$ cat src/rtl/rggen_apb_arbiter.sv
// -----------------------------------------------------------------------------
// rggen_apb_arbiter
//
// Round-robin arbiter that lets MASTERS APB requesters share one APB completer
// port (typically the APB side of a generated register block).  Each granted
// transfer is sequenced through its own SETUP and ACCESS phases on the shared
// port. The completer's response goes back only to the granted requester.
//
// Ports
//   i_clk, i_rst                  clock, asynchronous active-high reset
//   i_psel/i_paddr/i_pwrite/      per-requester request side (packed vectors,
//   i_pwdata/i_pstrb              requester i at [i*W +: W])
//   o_pready/o_pslverr            per-requester completion and error (one-hot)
//   o_prdata                      completer read data, broadcast
//   o_psel/o_penable              shared-port control, registered
//   o_paddr/o_pwrite/o_pwdata/    shared-port address and data, muxed from the
//   o_pstrb                       granted requester
//   i_pready/i_prdata/i_pslverr   completer response
// -----------------------------------------------------------------------------
module rggen_apb_arbiter #(
    parameter int ADDRESS_WIDTH = 8,
    parameter int BUS_WIDTH     = 32,
    parameter int MASTERS       = 2
) (
    input  logic                              i_clk,
    input  logic                              i_rst,
    input  logic [MASTERS-1:0]                i_psel,
    input  logic [MASTERS*ADDRESS_WIDTH-1:0]  i_paddr,
    input  logic [MASTERS-1:0]                i_pwrite,
    input  logic [MASTERS*BUS_WIDTH-1:0]      i_pwdata,
    input  logic [MASTERS*BUS_WIDTH/8-1:0]    i_pstrb,
    output logic [MASTERS-1:0]                o_pready,
    output logic [BUS_WIDTH-1:0]              o_prdata,
    output logic [MASTERS-1:0]                o_pslverr,
    output logic                              o_psel,
    output logic                              o_penable,
    output logic [ADDRESS_WIDTH-1:0]          o_paddr,
    output logic                              o_pwrite,
    output logic [BUS_WIDTH-1:0]              o_pwdata,
    output logic [BUS_WIDTH/8-1:0]            o_pstrb,
    input  logic                              i_pready,
    input  logic [BUS_WIDTH-1:0]              i_prdata,
    input  logic                              i_pslverr
);
    localparam int IDX_W  = (MASTERS > 1) ? $clog2(MASTERS) : 1;
    localparam int STRB_W = BUS_WIDTH / 8;

    typedef enum logic [1:0] {
        ST_IDLE   = 2'd0,
        ST_SETUP  = 2'd1,
        ST_ACCESS = 2'd2
    } state_t;

    state_t             r_state;
    logic               r_psel;
    logic               r_penable;
    logic [IDX_W-1:0]   r_grant;
    logic [IDX_W-1:0]   r_last;

    logic               w_any_req;
    logic [IDX_W-1:0]   w_winner;
    logic               w_complete;

    // Round-robin search starting at last+1.  Offsets are visited from the
    // farthest to the nearest so the nearest requesting index is written last
    // and therefore wins.  Offset MASTERS is the previous winner itself and
    // only wins when it is the sole requester.
    always_comb begin
        int idx;
        idx       = 0;
        w_any_req = |i_psel;
        w_winner  = r_last;
        for (int off = MASTERS; off >= 1; off--) begin
            idx = int'(r_last) + off;
            if (idx >= MASTERS) begin
                idx = idx - MASTERS;
            end
            if (i_psel[idx]) begin
                w_winner = IDX_W'(idx);
            end
        end
    end

    always_ff @(posedge i_clk or posedge i_rst) begin
        if (i_rst) begin
            r_state   <= ST_IDLE;
            r_psel    <= 1'b0;
            r_penable <= 1'b0;
            r_grant   <= '0;
            r_last    <= IDX_W'(MASTERS - 1);
        end else begin
            case (r_state)
                ST_IDLE: begin
                    if (w_any_req) begin
                        r_grant <= w_winner;
                        r_state <= ST_SETUP;
                        r_psel  <= 1'b1;
                    end
                end
                ST_SETUP: begin
                    r_state   <= ST_ACCESS;
                    r_penable <= 1'b1;
                end
                ST_ACCESS: begin
                    if (i_pready) begin
                        r_last    <= r_grant;
                        r_state   <= ST_IDLE;
                        r_psel    <= 1'b0;
                        r_penable <= 1'b0;
                    end
                end
                default: begin
                    r_state   <= ST_IDLE;
                    r_psel    <= 1'b0;
                    r_penable <= 1'b0;
                end
            endcase
        end
    end

    assign o_psel    = r_psel;
    assign o_penable = r_penable;
    assign o_prdata  = i_prdata;

    // Address/data mux; requester 0 is the default so the shared port
    // follows requester 0 out of reset.
    always_comb begin
        o_paddr  = i_paddr[0 +: ADDRESS_WIDTH];
        o_pwrite = i_pwrite[0];
        o_pwdata = i_pwdata[0 +: BUS_WIDTH];
        o_pstrb  = i_pstrb[0 +: STRB_W];
        for (int i = 1; i < MASTERS; i++) begin
            if (r_grant == IDX_W'(i)) begin
                o_paddr  = i_paddr[i*ADDRESS_WIDTH +: ADDRESS_WIDTH];
                o_pwrite = i_pwrite[i];
                o_pwdata = i_pwdata[i*BUS_WIDTH +: BUS_WIDTH];
                o_pstrb  = i_pstrb[i*STRB_W +: STRB_W];
            end
        end
    end

    // Completion is steered combinationally so the requester sees pready in
    // the same cycle the completer gives it.
    assign w_complete = (r_state == ST_ACCESS) && i_pready;

    generate
        for (genvar gi = 0; gi < MASTERS; gi++) begin : g_resp
            assign o_pready[gi]  = w_complete && (r_grant == IDX_W'(gi));
            assign o_pslverr[gi] = w_complete && (r_grant == IDX_W'(gi)) && i_pslverr;
        end
    endgenerate

endmodule

$ cat config.mk
export PLATFORM = sky130hd
export DESIGN_NAME = rggen_apb_arbiter
export DESIGN_NICKNAME = d
export VERILOG_FILES = /design/src/rtl/rggen_apb_arbiter.sv
export SDC_FILE = /design/constraint.sdc
export NUM_CORES = 1
export LEC_CHECK = 0
export BUFFER_PORTS_ARGS = -buffer_cell sky130_fd_sc_hd__buf_2
export CORE_AREA = 4 4 80 82
export CTS_BUF_LIST = sky130_fd_sc_hd__clkbuf_4 sky130_fd_sc_hd__clkbuf_8
export CTS_CLUSTER_DIAMETER = 150
export CTS_CLUSTER_SIZE = 16
export DETAILED_ROUTE_END_ITERATION = 16
export DIE_AREA = 0 0 84 86
export HOLD_SLACK_MARGIN = 0.03
export SYNTH_ARGS = -nofsm -noshare
export SYNTH_HDL_FRONTEND = slang
export SYNTH_SLANG_ARGS = --single-unit
$ cat constraint.sdc
create_clock -name i_clk -period 2.3 [get_ports i_clk]
set_input_delay 0 -clock i_clk [delete_from_list [all_inputs] [get_ports i_clk]]
set_output_delay 0 -clock i_clk [all_outputs]
set_load 0.02 [all_outputs]
## Word-level counts from Yosys, hierarchy flattened

Cells that the tools add are included.

- Flip-flop bits (word level): 6
- Bits of input ports: 128
- Output and inout port bits: 83
- Logic and storage cells: 53

- Add/subtract/negate cells: 4
- Order comparisons: 4
- Eq/ne operators: 4
- Muxes and demuxes: 21
- Bitwise logic cells: 3
- Reduce and logical (&&, ||, !) cells: 12

Operator list:

| operator | number |
|---|---|
| 32-bit two-way mux | 3 |
| 32-bit by 3-bit less-than comparator with 1-bit output, second input constant | 2 |
| 1-bit two-way mux | 11 |
| 8-bit two-way mux | 1 |
| 2-bit AND reduction | 4 |
| 1-bit one-hot mux with 3 select lines | 2 |
| 2-bit one-hot mux with 3 select lines | 1 |
| 1-bit logical AND | 5 |
| 2-bit two-way mux | 2 |
| 4-bit two-way mux | 1 |
| 2-bit != test, second input constant | 2 |
| 3-bit by 2-bit subtractor with 4-bit output, second input constant | 1 |
| 1-bit by 2-bit adder with 3-bit output, second input constant | 1 |
| 3-bit by 2-bit >= comparator with 1-bit output, second input constant | 1 |
| 1-bit inverter | 3 |
| 3-bit AND reduction | 1 |
| 2-bit by 2-bit subtractor with 3-bit output, second input constant | 1 |
| 1-bit by 1-bit adder with 2-bit output, second input constant | 1 |
| 2-bit by 1-bit == test with 1-bit output, second input constant | 1 |
| 2-bit == test, second input constant | 1 |
| 2-bit >= comparator, second input constant | 1 |
| 2-bit zero test | 1 |
| 2-bit OR reduction | 1 |

## Depth between registers and ports, before layout

- Depth after elaboration: 8
- Gate-level depth with buffers: 3
- Gate-level depth less buffers: 2

## Least setup slack after synthesis

OpenSTA, ideal clock, no wires.

- Path type: reg2out
- Start: register r_grant
- End: output o_pready[0]
- Arrival time: 1176 ps
- Required time: 2300 ps
- Path slack: 1124 ps
- Cell stages (with the launch flop): 4
- Path buffers: 2
- Cell sequence: dfrtp_1 -> buf_6 -> buf_6 -> nor3_1

- Cells in the longest elaborated chain, start to end: 2

RTL lines:

| what | line | RTL |
|---|---|---|
| start: declaration | 57 | `logic [IDX_W-1:0] r_grant;` |
| start signal: assignment | 95 | `r_grant <= w_winner;` |
| 1-bit inverter | 148 | `assign o_pready[gi] = w_complete && (r_grant == IDX_W'(gi));` |
| 1-bit logical AND | 148 |  |
| end: declaration | 32 | `output logic [MASTERS-1:0] o_pready,` |

Every way passes these cells.

## Worst setup path in the final report

- Start: register r_grant
- End: output o_paddr[5]

- Cells in the longest elaborated chain, start to end: 1

RTL lines:

| what | line | RTL |
|---|---|---|
| 8-bit two-way mux | 133 | `if (r_grant == IDX_W'(i)) begin` |
| end: declaration | 37 | `output logic [ADDRESS_WIDTH-1:0] o_paddr,` |

Every way passes these cells.

==> impl_metrics.tcl <==
set metrics [dict create \
    outcome "complete, no violations" \
    stdcell_count 333 \
    cp.arrival_ns 1.69 \
    rows 28 \
    grt_pass1_wl_um 6527 \
    slowest_delay_ns 0.65 \
    post-route-drc-count 0 \
    fill_cells 603 \
    comb_power_share 0.750 \
    worstPathCellList "buf_12, mux2_2, buf_2" \
    drv_cap 0 \
    fin_crit_sh 0.7329 \
    drtIter0Drc 25 \
    synthDistinctLibCells 23 \
    grt_max_degree 31 \
    netlist_instances 113 \
    skew_ns 0.001583 \
    fp.dieH_um 86 \
    fin_nets 387 \
    ant_nets 0 \
    seq_area_sq_um 152.6 \
    drv_slew 0 \
    dp.final_hpwl_um 3373 \
    hold_violations 0 \
    synth_area_per_cell_sq_um 9.932 \
    numCtsBuffers 3 \
    grtUsageTotal 0.1072 \
    hold_path.class "in2reg" \
    p_int_w 0.0009900 \
    cts_sinks 6 \
    synth_fp_nets 241 \
    yosysSeqAreaShare 0.1349 \
    cts_hold_buf 33 \
    rsz0062_at_grt "no" \
    dr.pass1.iters 4 \
    peakVddDrop_mv 0.5091 \
    synth_top_area_cell "mux2_2" \
    drt_wl_total_um 4662 \
    fmax_mhz 593.3 \
    cts-root-buf "clkbuf_8" \
    setup_tns_ns 0 \
    power_leakage_nw 1.078 \
    setup_violations 0 \
    antenna_cells 0 \
    synth_seq_cells 6 \
    cts_buffer_depth 2 \
    cp-end-kind "output port" \
    gp_congestion 0.7524 \
    io_pins 211 \
    worst_pin_slew_ns 0.4582 \
    yosys_warnings 0 \
    swShare 0.4808 \
    layout-drive-gt1-share 0.7713 \
    crit_fanout 30 \
    synth_top_area_share 0.3813 \
    initial_utilization 0.1953 \
    power_density_nw_per_um2 929.3 \
    core_sq_um 5746 \
    cts_setup_buffers 0 \
    syn_to_final_growth_pct 82.83 \
    grt_antenna_before_repair 0 \
    grt_pass1_vias 1348 \
    period_minus_slack_ns 1.686 \
    multiInputGateArea_sq_um 671.9 \
    syn_area_sq_um 1122 \
    ctsResizeCount 0 \
    avgViaCountPerCell 4.069 \
    start_kind "flip-flop" \
    holdWs_ns 0.09113 \
    grt.overflow.total 0 \
    clock_latency_ns 0.22 \
    wl_per_cell_um 14.00 \
    synth_top_cells_by_area "mux2_2 (38%), buf_4 (23%), dfrtp_1 (11%)" \
    io_buffers 146 \
    via_count 1355 \
    relSlewSlack 0.6945 \
    p_switching_w 0.0009169 \
    required_ns 2.30 \
    placedCellCount 296 \
    die_x_um 84 \
    p_clk_frac 0.097 \
    worstSetupPathType "reg2out" \
    path_clk_slew_ns 0.04 \
    cts_htree_levels 1 \
    die_area_sq_um 7224 \
    p_seq_frac 0.153 \
    tritoncts "done" \
    cp_slowest_cell "dfrtp_2" \
]
==> state kept, by name, summed over array words and instances, names as in the netlist <==
name       count
r_grant        1
r_last         1
o_penable      1
r_state        2
o_psel         1
==> worst paths after layout <==
kind	start	endpoint	slack (ns)	cells after the start
worst max-delay path	r_grant	o_paddr[5]	0.61	3
worst min-delay path	i_pready	r_last	0.09	3
worst max register to register	r_grant	r_last	1.02	3
worst min register to register	o_penable	o_penable	0.49	1
max in group asynchronous	i_rst	r_last	1.81	3
min in group asynchronous	i_rst	o_psel	0.23	3
==> layout by cell type (no fill, tap or decap) <==
master and n:
a21boi_0 1, a22o_1 1, buf_12 1, buf_2 146
clkbuf_4 1, clkbuf_8 3, dfrtp_1 4, dfrtp_2 1
dfstp_2 1, dlygate4sd3_1 33, inv_1 1, mux2_2 38
mux2_4 7, mux2i_1 1, nand2_1 1, nand2b_1 3
nand3_1 1, nand3b_1 1, nor2_1 4, nor3_1 3
o21a_1 1, o21ai_0 1, o2bb2ai_1 1, o311ai_0 1
or3b_1 1, or3b_2 1
==> synthesized netlist by cell type <==
cell	n
o21a_1	1
buf_2	2
o311ai_0	1
a21boi_0	1
or3b_2	1
nand3_1	1
nor3_1	3
dfstp_2	1
nand2b_1	3
nand3b_1	1
inv_1	1
o2bb2ai_1	1
nand2_1	1
or3b_1	1
mux2i_1	1
o21ai_0	1
a22o_1	1
mux2_2	38
dfrtp_1	5
nor2_1	4
buf_6	2
buf_4	35
mux2_4	7
==> power groups by stage <==
stage                     Sequential [W]  Clock, W  Combinational [W]
final                           0.000292  0.000184            0.00143
after global routing            0.000310  0.000196            0.00152
after CTS                       0.000293  0.000187            0.00145
after detailed placement        0.000295         0            0.00135
after global placement          0.000289         0            0.00134
after floorplan                 0.000210         0            0.00115
==> metal layers <==
metal	global-route usage	part of all wire	up-vias
met5	0	0	-
met4	0.02339	0.011	0
met3	0.02498	0.081	8
met2	0.2046	0.56	72
met1	0.1207	0.35	619
li1	-	-	656
==> cell families (layout without fill, tap and decap cells) <==
kind of cell / Yosys count / after routing / synth area share
buf+inv: 40 / 185 / 0.2664
flops: 6 / 6 / 0.1349
compound gates: 6 / 6 / 0.04125
simple gates: 15 / 15 / 0.07357
mux: 46 / 46 / 0.4838
==> through the flow <==
step,utilization,power [W],setup WS [ns],area [sq um]
finish,0.3571,0.001907,0.6144,2052
global route,0.3571,0.002024,0.5457,2052
CTS,0.3571,0.001928,0.6000,2052
detailed placement,0.2912,0.001645,0.8427,1673
global placement,0.2912,0.001627,0.8627,1673
floorplan,-,0.001356,1.124,1122
==> worst max-delay path, delay by kind of cell, from the launching register on <==
family | cells | cell delay, ns
buffers and inverters | 2 | 0.43
multiplexers | 1 | 0.37
flip-flops | 1 | 0.65
==> final cells by class <==
class,instances,area share
clock buffers,4,0.02378
inverters,1,0.001829
multi-input cells,67,0.3274
flip-flops and latches,6,0.07439
well taps,75,0.04573
repair buffers,180,0.5268
Power figures use the tool's default switching activity.
